`src/rtl/change_dispenser_if.sv`:
```
// -----------------------------------------------------------------------------
// change_dispenser_if
//   Request/response bundle between the vending FSM (master) and the coin
//   dispenser (slave).
//   master drives : start, amount, restock, restock_sel, restock_cnt
//   slave drives  : ready, eject_25/10/5, done, short, remaining,
//                   inv_25/10/5
// -----------------------------------------------------------------------------
interface change_dispenser_if #(
   parameter int INV_WIDTH = 8
);
   // payout request
   logic                 start;
   logic [7:0]           amount;
   // inventory restock
   logic                 restock;
   logic [1:0]           restock_sel;
   logic [INV_WIDTH-1:0] restock_cnt;
   // status / ejector strobes
   logic                 ready;
   logic                 eject_25;
   logic                 eject_10;
   logic                 eject_5;
   logic                 done;
   logic                 short;
   logic [7:0]           remaining;
   logic [INV_WIDTH-1:0] inv_25;
   logic [INV_WIDTH-1:0] inv_10;
   logic [INV_WIDTH-1:0] inv_5;

   modport master (
      output start, amount, restock, restock_sel, restock_cnt,
      input  ready, eject_25, eject_10, eject_5, done, short, remaining,
             inv_25, inv_10, inv_5
   );

   modport slave (
      input  start, amount, restock, restock_sel, restock_cnt,
      output ready, eject_25, eject_10, eject_5, done, short, remaining,
             inv_25, inv_10, inv_5
   );
endinterface

```
`src/rtl/change_dispenser.sv`:
```
// -----------------------------------------------------------------------------
// change_dispenser
//   Pays a change amount one coin at a time (quarter > dime > nickel, greedy,
//   no backtracking) limited by a per-denomination inventory, and reports the
//   unpaid remainder. Owns the inventory counters including restocking.
//   Ports:
//     clk    - single clock, rising edge
//     reset  - synchronous, active-high; returns to IDLE, reloads inventory
//     bus    - change_dispenser_if.slave (request, restock, strobes, status)
// -----------------------------------------------------------------------------

// One inventory counter. A SELECT decrement and a restock on the same edge
// both apply; the combined result saturates at all-ones.
module change_dispenser_coin_inv #(
   parameter int INV_WIDTH = 8,
   parameter int INIT      = 20
) (
   input  logic                 clk,
   input  logic                 reset,
   input  logic                 dec,
   input  logic                 add,
   input  logic [INV_WIDTH-1:0] add_cnt,
   output logic [INV_WIDTH-1:0] inv
);
   localparam logic [INV_WIDTH:0] MAX = {1'b0, {INV_WIDTH{1'b1}}};

   // one extra bit so inv - dec + add_cnt cannot wrap; dec is only ever
   // raised when inv is non-zero, so the subtraction never underflows
   logic [INV_WIDTH:0] sum;

   always_comb begin
      sum = {1'b0, inv} - {{INV_WIDTH{1'b0}}, dec};
      if (add)
         sum = sum + {1'b0, add_cnt};
   end

   always_ff @(posedge clk) begin
      if (reset)
         inv <= INV_WIDTH'(INIT);
      else if (sum > MAX)
         inv <= '1;
      else
         inv <= sum[INV_WIDTH-1:0];
   end
endmodule

module change_dispenser #(
   parameter int PULSE_CYCLES = 4,
   parameter int GAP_CYCLES   = 4,
   parameter int INV_WIDTH    = 8,
   parameter int INIT_25      = 20,
   parameter int INIT_10      = 20,
   parameter int INIT_5       = 20
) (
   input  logic               clk,
   input  logic               reset,
   change_dispenser_if.slave  bus
);
   localparam int NUM_COINS = 3;

   // coin index 0 = quarter, 1 = dime, 2 = nickel (same order as restock_sel)
   localparam logic [NUM_COINS-1:0][7:0] COIN_VAL = {8'd5, 8'd10, 8'd25};
   localparam int INIT_V [NUM_COINS] = '{INIT_25, INIT_10, INIT_5};

   localparam logic [2:0] S_IDLE   = 3'd0;
   localparam logic [2:0] S_SELECT = 3'd1;
   localparam logic [2:0] S_PULSE  = 3'd2;
   localparam logic [2:0] S_GAP    = 3'd3;
   localparam logic [2:0] S_DONE   = 3'd4;

   localparam int CNT_MAX = (PULSE_CYCLES > GAP_CYCLES) ? PULSE_CYCLES : GAP_CYCLES;
   localparam int CNT_W   = $clog2(CNT_MAX + 1);
   localparam logic [CNT_W-1:0] P_LAST = CNT_W'(PULSE_CYCLES - 1);
   localparam logic [CNT_W-1:0] G_LAST = CNT_W'(GAP_CYCLES - 1);

   logic [2:0]                          state;
   logic [CNT_W-1:0]                    cnt;
   logic [7:0]                          remaining;
   logic [NUM_COINS-1:0]                sel_coin;   // one-hot coin being ejected
   logic [NUM_COINS-1:0][INV_WIDTH-1:0] inv;
   logic [NUM_COINS-1:0]                pick;       // one-hot greedy choice
   logic [7:0]                          pick_val;
   logic [NUM_COINS-1:0]                dec_vec;
   logic [NUM_COINS-1:0]                add_vec;

   // Greedy choice from the pre-edge remaining and inventory. Scanning from
   // the smallest coin upward lets the largest eligible coin win.
   always_comb begin
      pick     = '0;
      pick_val = '0;
      for (int i = NUM_COINS - 1; i >= 0; i--) begin
         if (remaining >= COIN_VAL[i] && inv[i] != '0) begin
            pick     = '0;
            pick[i]  = 1'b1;
            pick_val = COIN_VAL[i];
         end
      end
   end

   assign dec_vec = (state == S_SELECT) ? pick : '0;

   for (genvar g = 0; g < NUM_COINS; g++) begin : g_inv
      assign add_vec[g] = bus.restock && (bus.restock_sel == 2'(g));

      change_dispenser_coin_inv #(
         .INV_WIDTH (INV_WIDTH),
         .INIT      (INIT_V[g])
      ) u_inv (
         .clk     (clk),
         .reset   (reset),
         .dec     (dec_vec[g]),
         .add     (add_vec[g]),
         .add_cnt (bus.restock_cnt),
         .inv     (inv[g])
      );
   end

   always_ff @(posedge clk) begin
      if (reset) begin
         state     <= S_IDLE;
         cnt       <= '0;
         remaining <= '0;
         sel_coin  <= '0;
      end else begin
         case (state)
            S_IDLE: begin
               if (bus.start) begin
                  remaining <= bus.amount;
                  state     <= S_SELECT;
               end
            end
            S_SELECT: begin
               cnt <= '0;
               if (|pick) begin
                  sel_coin  <= pick;
                  remaining <= remaining - pick_val;
                  state     <= S_PULSE;
               end else begin
                  state <= S_DONE;
               end
            end
            S_PULSE: begin
               if (cnt == P_LAST) begin
                  cnt   <= '0;
                  state <= S_GAP;
               end else begin
                  cnt <= cnt + 1'b1;
               end
            end
            S_GAP: begin
               if (cnt == G_LAST) begin
                  cnt   <= '0;
                  state <= S_SELECT;
               end else begin
                  cnt <= cnt + 1'b1;
               end
            end
            S_DONE:  state <= S_IDLE;
            default: state <= S_IDLE;
         endcase
      end
   end

   // Strobes decode from state + the latched one-hot coin, so they are high
   // exactly for the PULSE cycles and can never overlap.
   assign bus.eject_25  = (state == S_PULSE) && sel_coin[0];
   assign bus.eject_10  = (state == S_PULSE) && sel_coin[1];
   assign bus.eject_5   = (state == S_PULSE) && sel_coin[2];
   assign bus.ready     = (state == S_IDLE);
   assign bus.done      = (state == S_DONE);
   assign bus.short     = (state == S_DONE) && (remaining != 8'd0);
   assign bus.remaining = remaining;
   assign bus.inv_25    = inv[0];
   assign bus.inv_10    = inv[1];
   assign bus.inv_5     = inv[2];
endmodule
```
`src/flat_wrapper.sv`:
```
// flat-port wrapper written by rule: the top's interface ports become plain ports
module change_dispenser_flat 
#(
   parameter int PULSE_CYCLES = 4,
   parameter int GAP_CYCLES   = 4,
   parameter int INV_WIDTH    = 8,
   parameter int INIT_25      = 20,
   parameter int INIT_10      = 20,
   parameter int INIT_5       = 20
)
  (clk, reset, bus_start, bus_amount, bus_restock, bus_restock_sel, bus_restock_cnt, bus_ready, bus_eject_25, bus_eject_10, bus_eject_5, bus_done, bus_short, bus_remaining, bus_inv_25, bus_inv_10, bus_inv_5);
  change_dispenser_if #(.INV_WIDTH(INV_WIDTH)) bus_i ();
  input  logic clk;
  input  logic reset;
  input wire logic [$bits(bus_i.start)-1:0] bus_start;
  input wire logic [$bits(bus_i.amount)-1:0] bus_amount;
  input wire logic [$bits(bus_i.restock)-1:0] bus_restock;
  input wire logic [$bits(bus_i.restock_sel)-1:0] bus_restock_sel;
  input wire logic [$bits(bus_i.restock_cnt)-1:0] bus_restock_cnt;
  output wire logic [$bits(bus_i.ready)-1:0] bus_ready;
  output wire logic [$bits(bus_i.eject_25)-1:0] bus_eject_25;
  output wire logic [$bits(bus_i.eject_10)-1:0] bus_eject_10;
  output wire logic [$bits(bus_i.eject_5)-1:0] bus_eject_5;
  output wire logic [$bits(bus_i.done)-1:0] bus_done;
  output wire logic [$bits(bus_i.short)-1:0] bus_short;
  output wire logic [$bits(bus_i.remaining)-1:0] bus_remaining;
  output wire logic [$bits(bus_i.inv_25)-1:0] bus_inv_25;
  output wire logic [$bits(bus_i.inv_10)-1:0] bus_inv_10;
  output wire logic [$bits(bus_i.inv_5)-1:0] bus_inv_5;
  assign bus_i.start = bus_start;
  assign bus_i.amount = bus_amount;
  assign bus_i.restock = bus_restock;
  assign bus_i.restock_sel = bus_restock_sel;
  assign bus_i.restock_cnt = bus_restock_cnt;
  assign bus_ready = bus_i.ready;
  assign bus_eject_25 = bus_i.eject_25;
  assign bus_eject_10 = bus_i.eject_10;
  assign bus_eject_5 = bus_i.eject_5;
  assign bus_done = bus_i.done;
  assign bus_short = bus_i.short;
  assign bus_remaining = bus_i.remaining;
  assign bus_inv_25 = bus_i.inv_25;
  assign bus_inv_10 = bus_i.inv_10;
  assign bus_inv_5 = bus_i.inv_5;
  change_dispenser #(.PULSE_CYCLES(PULSE_CYCLES), .GAP_CYCLES(GAP_CYCLES), .INV_WIDTH(INV_WIDTH), .INIT_25(INIT_25), .INIT_10(INIT_10), .INIT_5(INIT_5)) u_core (.clk(clk), .reset(reset), .bus(bus_i));
endmodule
```
`config.mk`:
```
export PLATFORM = sky130hd
export DESIGN_NAME = change_dispenser_flat
export DESIGN_NICKNAME = d
export VERILOG_FILES = /design/src/rtl/change_dispenser_if.sv /design/src/rtl/change_dispenser.sv /design/src/flat_wrapper.sv
export SDC_FILE = /design/constraint.sdc
export NUM_CORES = 1
export LEC_CHECK = 0
export CORE_ASPECT_RATIO = 0.6
export CORE_MARGIN = 4
export CORE_UTILIZATION = 49
export DETAILED_ROUTE_END_ITERATION = 7
export GPL_TIMING_DRIVEN = 0
export PLACE_DENSITY = 0.76
export SLEW_MARGIN = 20
export SYNTH_ARGS = -nofsm -noshare
export SYNTH_HDL_FRONTEND = slang
export SYNTH_SLANG_ARGS = --single-unit
```
`constraint.sdc`:
```
create_clock -name clk -period 3.65 [get_ports clk]
set_input_delay 0.73 -clock clk [delete_from_list [all_inputs] [get_ports clk]]
set_output_delay 0.73 -clock clk [all_outputs]
set_load 0.02 [all_outputs]
```
==> results of run 1 <==
path summary, 6_finish.rpt:
path,start,to,cells after the start
worst max-delay path,u_core.g_inv[0].u_inv.inv[3]$_SDFF_PP0_,u_core.g_inv[1].u_inv.inv[6]$_SDFF_PP0_,16
worst min-delay path,u_core.cnt[2]$_SDFFE_PP0P_,u_core.cnt[2]$_SDFFE_PP0P_,2
worst max register to register,u_core.g_inv[0].u_inv.inv[3]$_SDFF_PP0_,u_core.g_inv[1].u_inv.inv[6]$_SDFF_PP0_,16
worst min register to register,u_core.cnt[2]$_SDFFE_PP0P_,u_core.cnt[2]$_SDFFE_PP0P_,2
worst register-to-register path, cell delays in order (launching register included):
cell and delay (ps):
dfxtp_4 360, nor4_4 290, nand3b_1 250, nand2_4 190, nand2_4 80, nor2_4 150
ha_4 160, ha_4 130, nor3b_4 230, xor2_2 190, ha_1 270, o21a_1 110
o31a_1 160, o21ai_0 200, or3b_2 460, nand3_1 160, a31oi_4 100
area by class of cell:
| cell class | instances | area (µm²) | area share [%] |
|---|---|---|---|
| clock inverter | 1 | 5.00 | 0.0951 |
| tap | 87 | 109 | 2.07 |
| inverter | 22 | 82.6 | 1.57 |
| multi-input combinational | 376 | 3090 | 58.7 |
| timing repair buffer | 96 | 890 | 16.9 |
| buffer | 12 | 72.6 | 1.38 |
| sequential | 41 | 863 | 16.4 |
| clock buffer | 7 | 153 | 2.90 |
cells in the mapped netlist, drive strengths merged (6+ instances only):
library cell  number
nor3              25
inv               22
nand2b             6
xnor2             17
nand2             49
xor2              14
and2               6
a211oi             9
nand3              9
clkbuf            11
a31oi             13
o21ai             33
a21oi             36
o2111ai            6
nor4               8
dfxtp             41
nor2              31
ha                37
flip-flops by register name, indices dropped and copies added (netlist names):
name                    flops
u_core.state                3
u_core.sel_coin             3
u_core.g_inv.u_inv.inv     24
u_core.bus.remaining        8
u_core.cnt                  3
timing repair:
| item | in CTS | in global routing |
|---|---|---|
| resized for setup | 43 | 78 |
| setup endpoints to repair | 24 | 24 |
| setup buffers | 24 | 14 |
| pin swaps | 28 | 37 |
| hold endpoints to repair | 0 | 0 |
metal layers:
layer | global-route usage (%) | vias to the layer above
met5 | 0 | -
met4 | 8.70 | 0
li1 | - | 1865
met1 | 37.1 | 1901
met2 | 40.1 | 181
met3 | 4.64 | 26
cells by family after synthesis:
logic type / count (synthesis) / synth area share (%)
buffers and inverters: 35 / 4.45
muxes: 4 / 1.16
AOI/OAI and AO/OA: 132 / 24.0
adders and majority gates: 41 / 15.2
and+or+nand+nor: 168 / 24.6
DFF: 41 / 23.0
xor gates and xnor gates: 31 / 7.60
stage by stage:
step / hold WS (ps) / power, µW / area [µm²] / std cells
finish: 456 / 4160 / 5260 / 642
global route: 513 / 4440 / 5260 / 642
CTS: 458 / 3770 / 4830 / 628
detailed placement: 448 / 2930 / 4270 / 597
global placement: 441 / 2870 / 4270 / 597
floorplan: 424 / 2310 / 3580 / 452
power groups by stage:
stage / sequential (µW) / clock, µW / combinational, µW
6_report: 766 / 485 / 2910
3_5_place_dp: 722 / 0 / 2210
3_3_place_gp: 717 / 0 / 2150
5_1_grt: 784 / 507 / 3150
4_1_cts: 724 / 486 / 2560
2_1_floorplan: 793 / 0 / 1520
==> impl_results.html, run 1 <==
<table>
<tr><th>Metric</th><th>Value</th></tr>
<tr><th colspan="2">Run status</th></tr>
<tr><td>Run status</td><td>complete, no violations</td></tr>
<tr><th colspan="2">Worst setup path</th></tr>
<tr><td>Slowest stage delay, CP</td><td>460 ps</td></tr>
<tr><td>Type of destination of the critical path</td><td>flip-flop</td></tr>
<tr><td>Critical path peak fanout</td><td>4</td></tr>
<tr><td>CP required</td><td>3790 ps</td></tr>
<tr><td>Cells along the critical path</td><td>nor4_4 &gt; nand3b_1 &gt; nand2_4 &gt; nand2_4 &gt; nor2_4 &gt; ha_4 &gt; ha_4 &gt; nor3b_4 &gt; xor2_2 &gt; ha_1 &gt; o21a_1 &gt; o31a_1 &gt; o21ai_0 &gt; or3b_2 &gt; nand3_1 &gt; a31oi_4</td></tr>
<tr><td>Critical Path Start Type</td><td>flip-flop</td></tr>
<tr><td>Kind of cell with the highest combined delay on the critical path</td><td>simple AND/OR/NAND/NOR gates</td></tr>
<tr><td>Number of buffers and inverters on the critical path</td><td>0</td></tr>
<tr><td>Slowest cell on the critical path</td><td>or3b_2</td></tr>
<tr><td>Setup slack of the worst register-to-register path</td><td>0.3 ps</td></tr>
<tr><td>Start-to-end type of the worst setup path</td><td>reg -&gt; reg</td></tr>
<tr><td>Data arrival, critical path</td><td>3790 ps</td></tr>
<tr><th colspan="2">Synth</th></tr>
<tr><td>Share of synthesized area occupied by flip-flops and latches</td><td>23.0%</td></tr>
<tr><td>Area of the mapped netlist</td><td>3570 µm²</td></tr>
<tr><td>Share of flip-flops with an asynchronous set or reset</td><td>0%</td></tr>
<tr><td>Top FF cell, synth</td><td>dfxtp_1</td></tr>
<tr><td>Warnings from Yosys</td><td>0</td></tr>
<tr><td>Post-synth top area share</td><td>23.0%</td></tr>
<tr><td>Avg Synthesized Cell Area</td><td>7.90 µm²</td></tr>
<tr><td>Top cells by area in the synthesized netlist</td><td>dfxtp_1, ha_1, nand2_1, a21oi_1, o21ai_0</td></tr>
<tr><td>Post-synthesis sequential element count</td><td>41</td></tr>
<tr><td>Cell taking the most area after synthesis</td><td>dfxtp_1</td></tr>
<tr><td>Unique masters post-synth</td><td>61</td></tr>
<tr><td>Post-synth EDFFs</td><td>0</td></tr>
<tr><td>Nets in the synthesized netlist</td><td>515</td></tr>
<tr><td>Synthesized netlist cell count</td><td>452</td></tr>
<tr><th colspan="2">Power</th></tr>
<tr><td>Sequential share of power</td><td>18.4%</td></tr>
<tr><td>IR drop worst, VDD</td><td>0.000667 V</td></tr>
<tr><td>NetSw</td><td>1930 µW</td></tr>
<tr><td>Total internal power</td><td>2230 µW</td></tr>
<tr><td>Part of the total power dissipated in the clock network</td><td>11.6%</td></tr>
<tr><td>Share of total power in combinational logic</td><td>70.0%</td></tr>
<tr><td>Pwr Density</td><td>791 nW/µm²</td></tr>
<tr><td>Net switching fraction of the power</td><td>46.4%</td></tr>
<tr><td>Leak</td><td>0.00207 µW</td></tr>
<tr><th colspan="2">Placed design</th></tr>
<tr><td>Pre-CTS worst setup slack</td><td>-873 ps</td></tr>
<tr><td>Placed wire-length estimate</td><td>8170 µm</td></tr>
<tr><td>Number of buffer cells added on primary ports</td><td>58</td></tr>
<tr><td>Final weighted congestion in routability-driven placement</td><td>0.955</td></tr>
<tr><th colspan="2">Layout</th></tr>
<tr><td>Post-route core utilization</td><td>76.5%</td></tr>
<tr><td>Most frequent cells in the layout</td><td>clkdlybuf4s50_1, nand2_1, buf_4</td></tr>
<tr><td>Antenna diodes</td><td>0</td></tr>
<tr><td>Filler Cell Count</td><td>485</td></tr>
<tr><td>Most common cell after layout, fill and taps aside</td><td>clkdlybuf4s50_1</td></tr>
<tr><td>Post-layout net count</td><td>617</td></tr>
<tr><td>Area delta synth-&gt;final</td><td>47.4%</td></tr>
<tr><td>Fraction of layout instances using a drive strength above 1</td><td>28.3%</td></tr>
<tr><th colspan="2">Clocking</th></tr>
<tr><td>CTS root buf</td><td>clkbuf_16</td></tr>
<tr><td>Largest buffer count on any clock path</td><td>2</td></tr>
<tr><td>Hold buffers post-CTS</td><td>0</td></tr>
<tr><td>Total CTS buffers</td><td>5</td></tr>
<tr><td>Clock tree from TritonCTS</td><td>yes</td></tr>
<tr><td>Clock sink count</td><td>41</td></tr>
<tr><td>H-tree Lvls</td><td>2</td></tr>
<tr><td>Clock-pin slew on the worst setup and hold paths</td><td>60 ps</td></tr>
<tr><td>Clock latency of the later-clocked register in the worst-skew pair</td><td>290 ps</td></tr>
<tr><th colspan="2">Route</th></tr>
<tr><td>DRC viols</td><td>0</td></tr>
<tr><td>Via density per instance</td><td>6.19</td></tr>
<tr><td>Final wirelength</td><td>11900 µm</td></tr>
<tr><td>WL met1</td><td>5400 µm</td></tr>
<tr><td>Average wire per standard cell</td><td>18.6 µm</td></tr>
<tr><td>Wire length on met2</td><td>5320 µm</td></tr>
<tr><td>Drt pass-1 iters</td><td>5</td></tr>
<tr><td>Number of nets still failing antenna checks after routing</td><td>0</td></tr>
<tr><td>Top Layer Used</td><td>met4</td></tr>
<tr><td>DRT iter0 DRCs</td><td>366</td></tr>
<tr><td>Met3 wirelength from detailed routing</td><td>1000 µm</td></tr>
<tr><td>Total number of vias</td><td>3973</td></tr>
<tr><th colspan="2">Worst hold path</th></tr>
<tr><td>Class of the tightest hold or removal check</td><td>reg -&gt; reg</td></tr>
<tr><th colspan="2">STA</th></tr>
<tr><td>Max-slew violation count</td><td>0</td></tr>
<tr><td>Share of the clock period used by the worst path after layout</td><td>100%</td></tr>
<tr><td>TNS Setup</td><td>0 ps</td></tr>
<tr><td>Maximum operating frequency</td><td>274 MHz</td></tr>
<tr><td>Setup repair after global routing missed its margin</td><td>true</td></tr>
<tr><td>Final Critical Period</td><td>3650 ps</td></tr>
<tr><td>Final worst-path setup slack</td><td>0.268 ps</td></tr>
<tr><td>Max Clock Skew</td><td>4.80 ps</td></tr>
<tr><td>Final setup violation count</td><td>0</td></tr>
<tr><td>Endpoints failing hold</td><td>0</td></tr>
<tr><td>Actual slew at the worst max-slew pin</td><td>908 ps</td></tr>
<tr><td>Worst rel slew slack</td><td>39.5%</td></tr>
<tr><th colspan="2">Global route</th></tr>
<tr><td>Total routing resource utilization after global routing</td><td>26.0%</td></tr>
<tr><td>Vias in the first global route</td><td>3690</td></tr>
<tr><td>Pin count of the biggest net entering global routing</td><td>13</td></tr>
<tr><td>Overflow after GRT</td><td>0</td></tr>
<tr><td>First-pass GRT wire length</td><td>18300 µm</td></tr>
<tr><td>Number of antenna violations at the first check in global routing</td><td>0</td></tr>
<tr><th colspan="2">Floorplanning</th></tr>
<tr><td>Die Y</td><td>74.1 µm</td></tr>
<tr><td>Placement row count</td><td>23</td></tr>
<tr><td>Core ar.</td><td>6880 µm²</td></tr>
<tr><td>Starting utilization of the core area</td><td>51.9%</td></tr>
<tr><td># IOs</td><td>60</td></tr>
<tr><td>Total die area</td><td>8760 µm²</td></tr>
<tr><td>Width of the die</td><td>118 µm</td></tr>
<tr><th colspan="2">Run</th></tr>
<tr><td>Number of max-capacitance violations reported</td><td>0</td></tr>
</table>
Note: power is estimated with default switching activity, not from simulation.
==> run 2: changes to the inputs <==
CORE_UTILIZATION = 59   (was 49)
PLACE_DENSITY = 0.86   (was 0.76)
SLEW_MARGIN = default   (was 20)
clock period = 4.35 ns   (was 3.65 ns; I/O delays follow)
==> run 2 against run 1 <==
Flip-flop and latch count unchanged. Die area down 16%. Combinational power is 31% lower. Clock power down 22%.
==> impl_results.html, run 2 (synthesis gave the netlist of run 1 again) <==
<table>
<tr><th>Metric</th><th>Value</th></tr>
<tr><th colspan="2">Worst setup path</th></tr>
<tr><td>Slowest stage delay, CP</td><td>440 ps</td></tr>
<tr><td>Slowest cell on the critical path</td><td>or3_1</td></tr>
<tr><td>Type of destination of the critical path</td><td>flip-flop</td></tr>
<tr><td>Data arrival, critical path</td><td>4360 ps</td></tr>
<tr><td>Critical Path Start Type</td><td>flip-flop</td></tr>
<tr><td>Most repeated library cell on the critical path</td><td>ha_1</td></tr>
<tr><td>Cells along the critical path</td><td>or3_1 &gt; o21bai_1 &gt; nand2_2 &gt; nand2_1 &gt; nor2_1 &gt; ha_1 &gt; ha_1 &gt; nor3b_4 &gt; xor2_1 &gt; ha_1 &gt; o21a_1 &gt; o31a_1 &gt; o311ai_4 &gt; mux2i_2 &gt; nor3_4 &gt; buf_12 &gt; a21oi_1</td></tr>
<tr><td>Kind of cell with the highest combined delay on the critical path</td><td>simple AND/OR/NAND/NOR gates</td></tr>
<tr><td>Critical path peak fanout</td><td>8</td></tr>
<tr><td>Length in cells of the worst reg-to-reg path</td><td>17</td></tr>
<tr><td>Setup slack of the worst register-to-register path</td><td>210 ps</td></tr>
<tr><td>Start-to-end type of the worst setup path</td><td>reg -&gt; reg</td></tr>
<tr><td>CP required</td><td>4570 ps</td></tr>
<tr><td>Number of buffers and inverters on the critical path</td><td>1</td></tr>
<tr><td>Critical register-to-register path endpoint</td><td>u_core.g_inv[1].u_inv.inv[3]$_SDFF_PP0_</td></tr>
<tr><td>Worst R2R Start</td><td>u_core.bus.remaining[5]$_SDFFE_PP0P_</td></tr>
<tr><th colspan="2">Clocking</th></tr>
<tr><td>Clock tree from TritonCTS</td><td>yes</td></tr>
<tr><td>H-tree Lvls</td><td>2</td></tr>
<tr><td>CTS root buf</td><td>clkbuf_8</td></tr>
<tr><td>Largest buffer count on any clock path</td><td>2</td></tr>
<tr><td>Clock-pin slew on the worst setup and hold paths</td><td>90 ps</td></tr>
<tr><td>Total CTS buffers</td><td>5</td></tr>
<tr><td>Clock latency of the later-clocked register in the worst-skew pair</td><td>310 ps</td></tr>
<tr><td>Clock sink count</td><td>41</td></tr>
<tr><th colspan="2">Global route</th></tr>
<tr><td>First-pass GRT wire length</td><td>16400 µm</td></tr>
<tr><td>Overflow after GRT</td><td>0</td></tr>
<tr><td>Total routing resource utilization after global routing</td><td>28.5%</td></tr>
<tr><td>Vias in the first global route</td><td>3393</td></tr>
<tr><td>Pin count of the biggest net entering global routing</td><td>14</td></tr>
<tr><td>Number of antenna violations at the first check in global routing</td><td>0</td></tr>
<tr><th colspan="2">Worst hold path</th></tr>
<tr><td>Hold EP</td><td>u_core.cnt[2]$_SDFFE_PP0P_</td></tr>
<tr><td>Worst hold stages</td><td>2</td></tr>
<tr><td>Launch instance of the worst min-delay path</td><td>u_core.cnt[2]$_SDFFE_PP0P_</td></tr>
<tr><td>Class of the tightest hold or removal check</td><td>reg -&gt; reg</td></tr>
<tr><th colspan="2">Floorplanning</th></tr>
<tr><td>Die Y</td><td>68.3 µm</td></tr>
<tr><td>Width of the die</td><td>108 µm</td></tr>
<tr><td>Core ar.</td><td>5730 µm²</td></tr>
<tr><td>Placement row count</td><td>21</td></tr>
<tr><td>Starting utilization of the core area</td><td>62.3%</td></tr>
<tr><td># IOs</td><td>60</td></tr>
<tr><td>Total die area</td><td>7400 µm²</td></tr>
<tr><th colspan="2">Layout</th></tr>
<tr><td>Flip-flop count of the largest register after layout</td><td>24</td></tr>
<tr><td>Filler Cell Count</td><td>430</td></tr>
<tr><td>Antenna diodes</td><td>0</td></tr>
<tr><td>Total area of multi-input combinational cells</td><td>2660 µm²</td></tr>
<tr><td>Most common cell after layout, fill and taps aside</td><td>clkdlybuf4s50_1</td></tr>
<tr><td>Most frequent cells in the layout</td><td>clkdlybuf4s50_1, nand2_1, dfxtp_1</td></tr>
<tr><td>Largest register by flop count</td><td>u_core.g_inv.u_inv.inv</td></tr>
<tr><td>Post-layout net count</td><td>587</td></tr>
<tr><td>Area delta synth-&gt;final</td><td>26.9%</td></tr>
<tr><td>Fin cells</td><td>605</td></tr>
<tr><td>Fraction of layout instances using a drive strength above 1</td><td>8.76%</td></tr>
<tr><td>Registers with the most flip-flops</td><td>u_core.g_inv.u_inv.inv x24, u_core.bus.remaining x8</td></tr>
<tr><td>Sequential cell area</td><td>821 µm²</td></tr>
<tr><th colspan="2">Route</th></tr>
<tr><td>Top Layer Used</td><td>met4</td></tr>
<tr><td>DRT iter0 DRCs</td><td>318</td></tr>
<tr><td>WL met1</td><td>4990 µm</td></tr>
<tr><td>DRC viols</td><td>0</td></tr>
<tr><td>Average wire per standard cell</td><td>17.6 µm</td></tr>
<tr><td>Drt pass-1 iters</td><td>5</td></tr>
<tr><td>Final wirelength</td><td>10700 µm</td></tr>
<tr><td>Number of nets still failing antenna checks after routing</td><td>0</td></tr>
<tr><td>Wire length on met2</td><td>4640 µm</td></tr>
<tr><td>Via density per instance</td><td>6.24</td></tr>
<tr><td>Met3 wirelength from detailed routing</td><td>985 µm</td></tr>
<tr><td>Total number of vias</td><td>3776</td></tr>
<tr><th colspan="2">STA</th></tr>
<tr><td>Worst rel slew slack</td><td>53.8%</td></tr>
<tr><td>Final Critical Period</td><td>4140 ps</td></tr>
<tr><td>Final setup violation count</td><td>0</td></tr>
<tr><td>Share of the clock period used by the worst path after layout</td><td>95.3%</td></tr>
<tr><td>Actual slew at the worst max-slew pin</td><td>693 ps</td></tr>
<tr><td>Max Clock Skew</td><td>7.28 ps</td></tr>
<tr><td>Max-slew violation count</td><td>0</td></tr>
<tr><td>Maximum operating frequency</td><td>241 MHz</td></tr>
<tr><td>Endpoints failing hold</td><td>0</td></tr>
<tr><th colspan="2">Placed design</th></tr>
<tr><td>Final weighted congestion in routability-driven placement</td><td>0.975</td></tr>
<tr><td>Inst Count DP</td><td>590</td></tr>
<tr><td>Placed wire-length estimate</td><td>8010 µm</td></tr>
<tr><td>Number of buffer cells added on primary ports</td><td>58</td></tr>
<tr><th colspan="2">Run</th></tr>
<tr><td>Number of max-capacitance violations reported</td><td>0</td></tr>
<tr><th colspan="2">Power</th></tr>
<tr><td>Leak</td><td>0.00184 µW</td></tr>
<tr><td>Pwr Density</td><td>661 nW/µm²</td></tr>
<tr><td>Final total power</td><td>3000 µW</td></tr>
<tr><td>IR drop worst, VDD</td><td>0.000567 V</td></tr>
<tr><th colspan="2">Run status</th></tr>
<tr><td>Run status</td><td>complete, no violations</td></tr>
</table>
## run 2: cell count changes in the layout (fill, tap and decap cells not counted), sizes merged
cell,delta
buf,-31
bufinv,+2
clkbuf,-1
## run 2: final cells by class
class,count,share of cell area [%]
tap,80,2.21
timing repair buffer,65,14.5
inverter,22,1.82
clock buffer,5,1.52
buffer,13,1.68
sequential,41,18.1
clock inverter,3,1.44
multi-input combinational,376,58.7
## run 2: what timing repair did
action	CTS	global route
setup endpoints to repair	16	24
hold buffers	0	0
pin swaps	0	3
resized for setup	4	8
buffers inserted	0	7
## run 2: through the flow
| step | utilization (%) | hold slack, ps | TNS (ps) | setup slack, ps | area (µm²) |
|---|---|---|---|---|---|
| final | 79.1 | 453 | 0 | 206 | 4530 |
| after detailed placement | 74.2 | 442 | -2130 | -238 | 4250 |
| after global placement | 74.2 | 438 | -904 | -166 | 4250 |
| after global routing | 79.1 | 509 | -86.1 | -30.7 | 4530 |
| after CTS | 77.0 | 455 | 0 | 82.8 | 4410 |
| after floorplan | - | 424 | 0 | 535 | 3570 |
## run 2: metal layers
layer,up-vias,global-route usage [%]
li1,1807,-
met1,1767,41.4
met2,191,45.2
met3,11,4.90
met4,0,4.09
met5,-,0
## run 2: worst max-delay path by stage
stage	start	to	cells past startpoint
floorplan	u_core.bus.remaining[5]$_SDFFE_PP0P_	u_core.g_inv[1].u_inv.inv[2]$_SDFF_PP1_	16
global placement	u_core.g_inv[1].u_inv.inv[4]$_SDFF_PP1_	u_core.g_inv[2].u_inv.inv[4]$_SDFF_PP1_	15
detailed placement	u_core.g_inv[1].u_inv.inv[4]$_SDFF_PP1_	u_core.g_inv[2].u_inv.inv[4]$_SDFF_PP1_	15
CTS	u_core.bus.remaining[5]$_SDFFE_PP0P_	u_core.g_inv[1].u_inv.inv[2]$_SDFF_PP1_	16
global route	u_core.bus.remaining[5]$_SDFFE_PP0P_	u_core.g_inv[1].u_inv.inv[3]$_SDFF_PP0_	17
finish	u_core.bus.remaining[5]$_SDFFE_PP0P_	u_core.g_inv[1].u_inv.inv[3]$_SDFF_PP0_	17
## run 2: worst reg2reg max path: stages, from the launching register on
cell and delay, ps:
dfxtp_1 390, or3_1 440, o21bai_1 260, nand2_2 170, nand2_1 140, nor2_1 200, ha_1 200, ha_1 190
nor3b_4 250, xor2_1 230, ha_1 310, o21a_1 130, o31a_1 160, o311ai_4 290, mux2i_2 310, nor3_4 70
buf_12 150, a21oi_1 160
## run 2: where the power goes
group	switching [µW]	total, µW	internal, µW
clock network	151	379	228
registers	133	606	473
logic	1140	2010	871
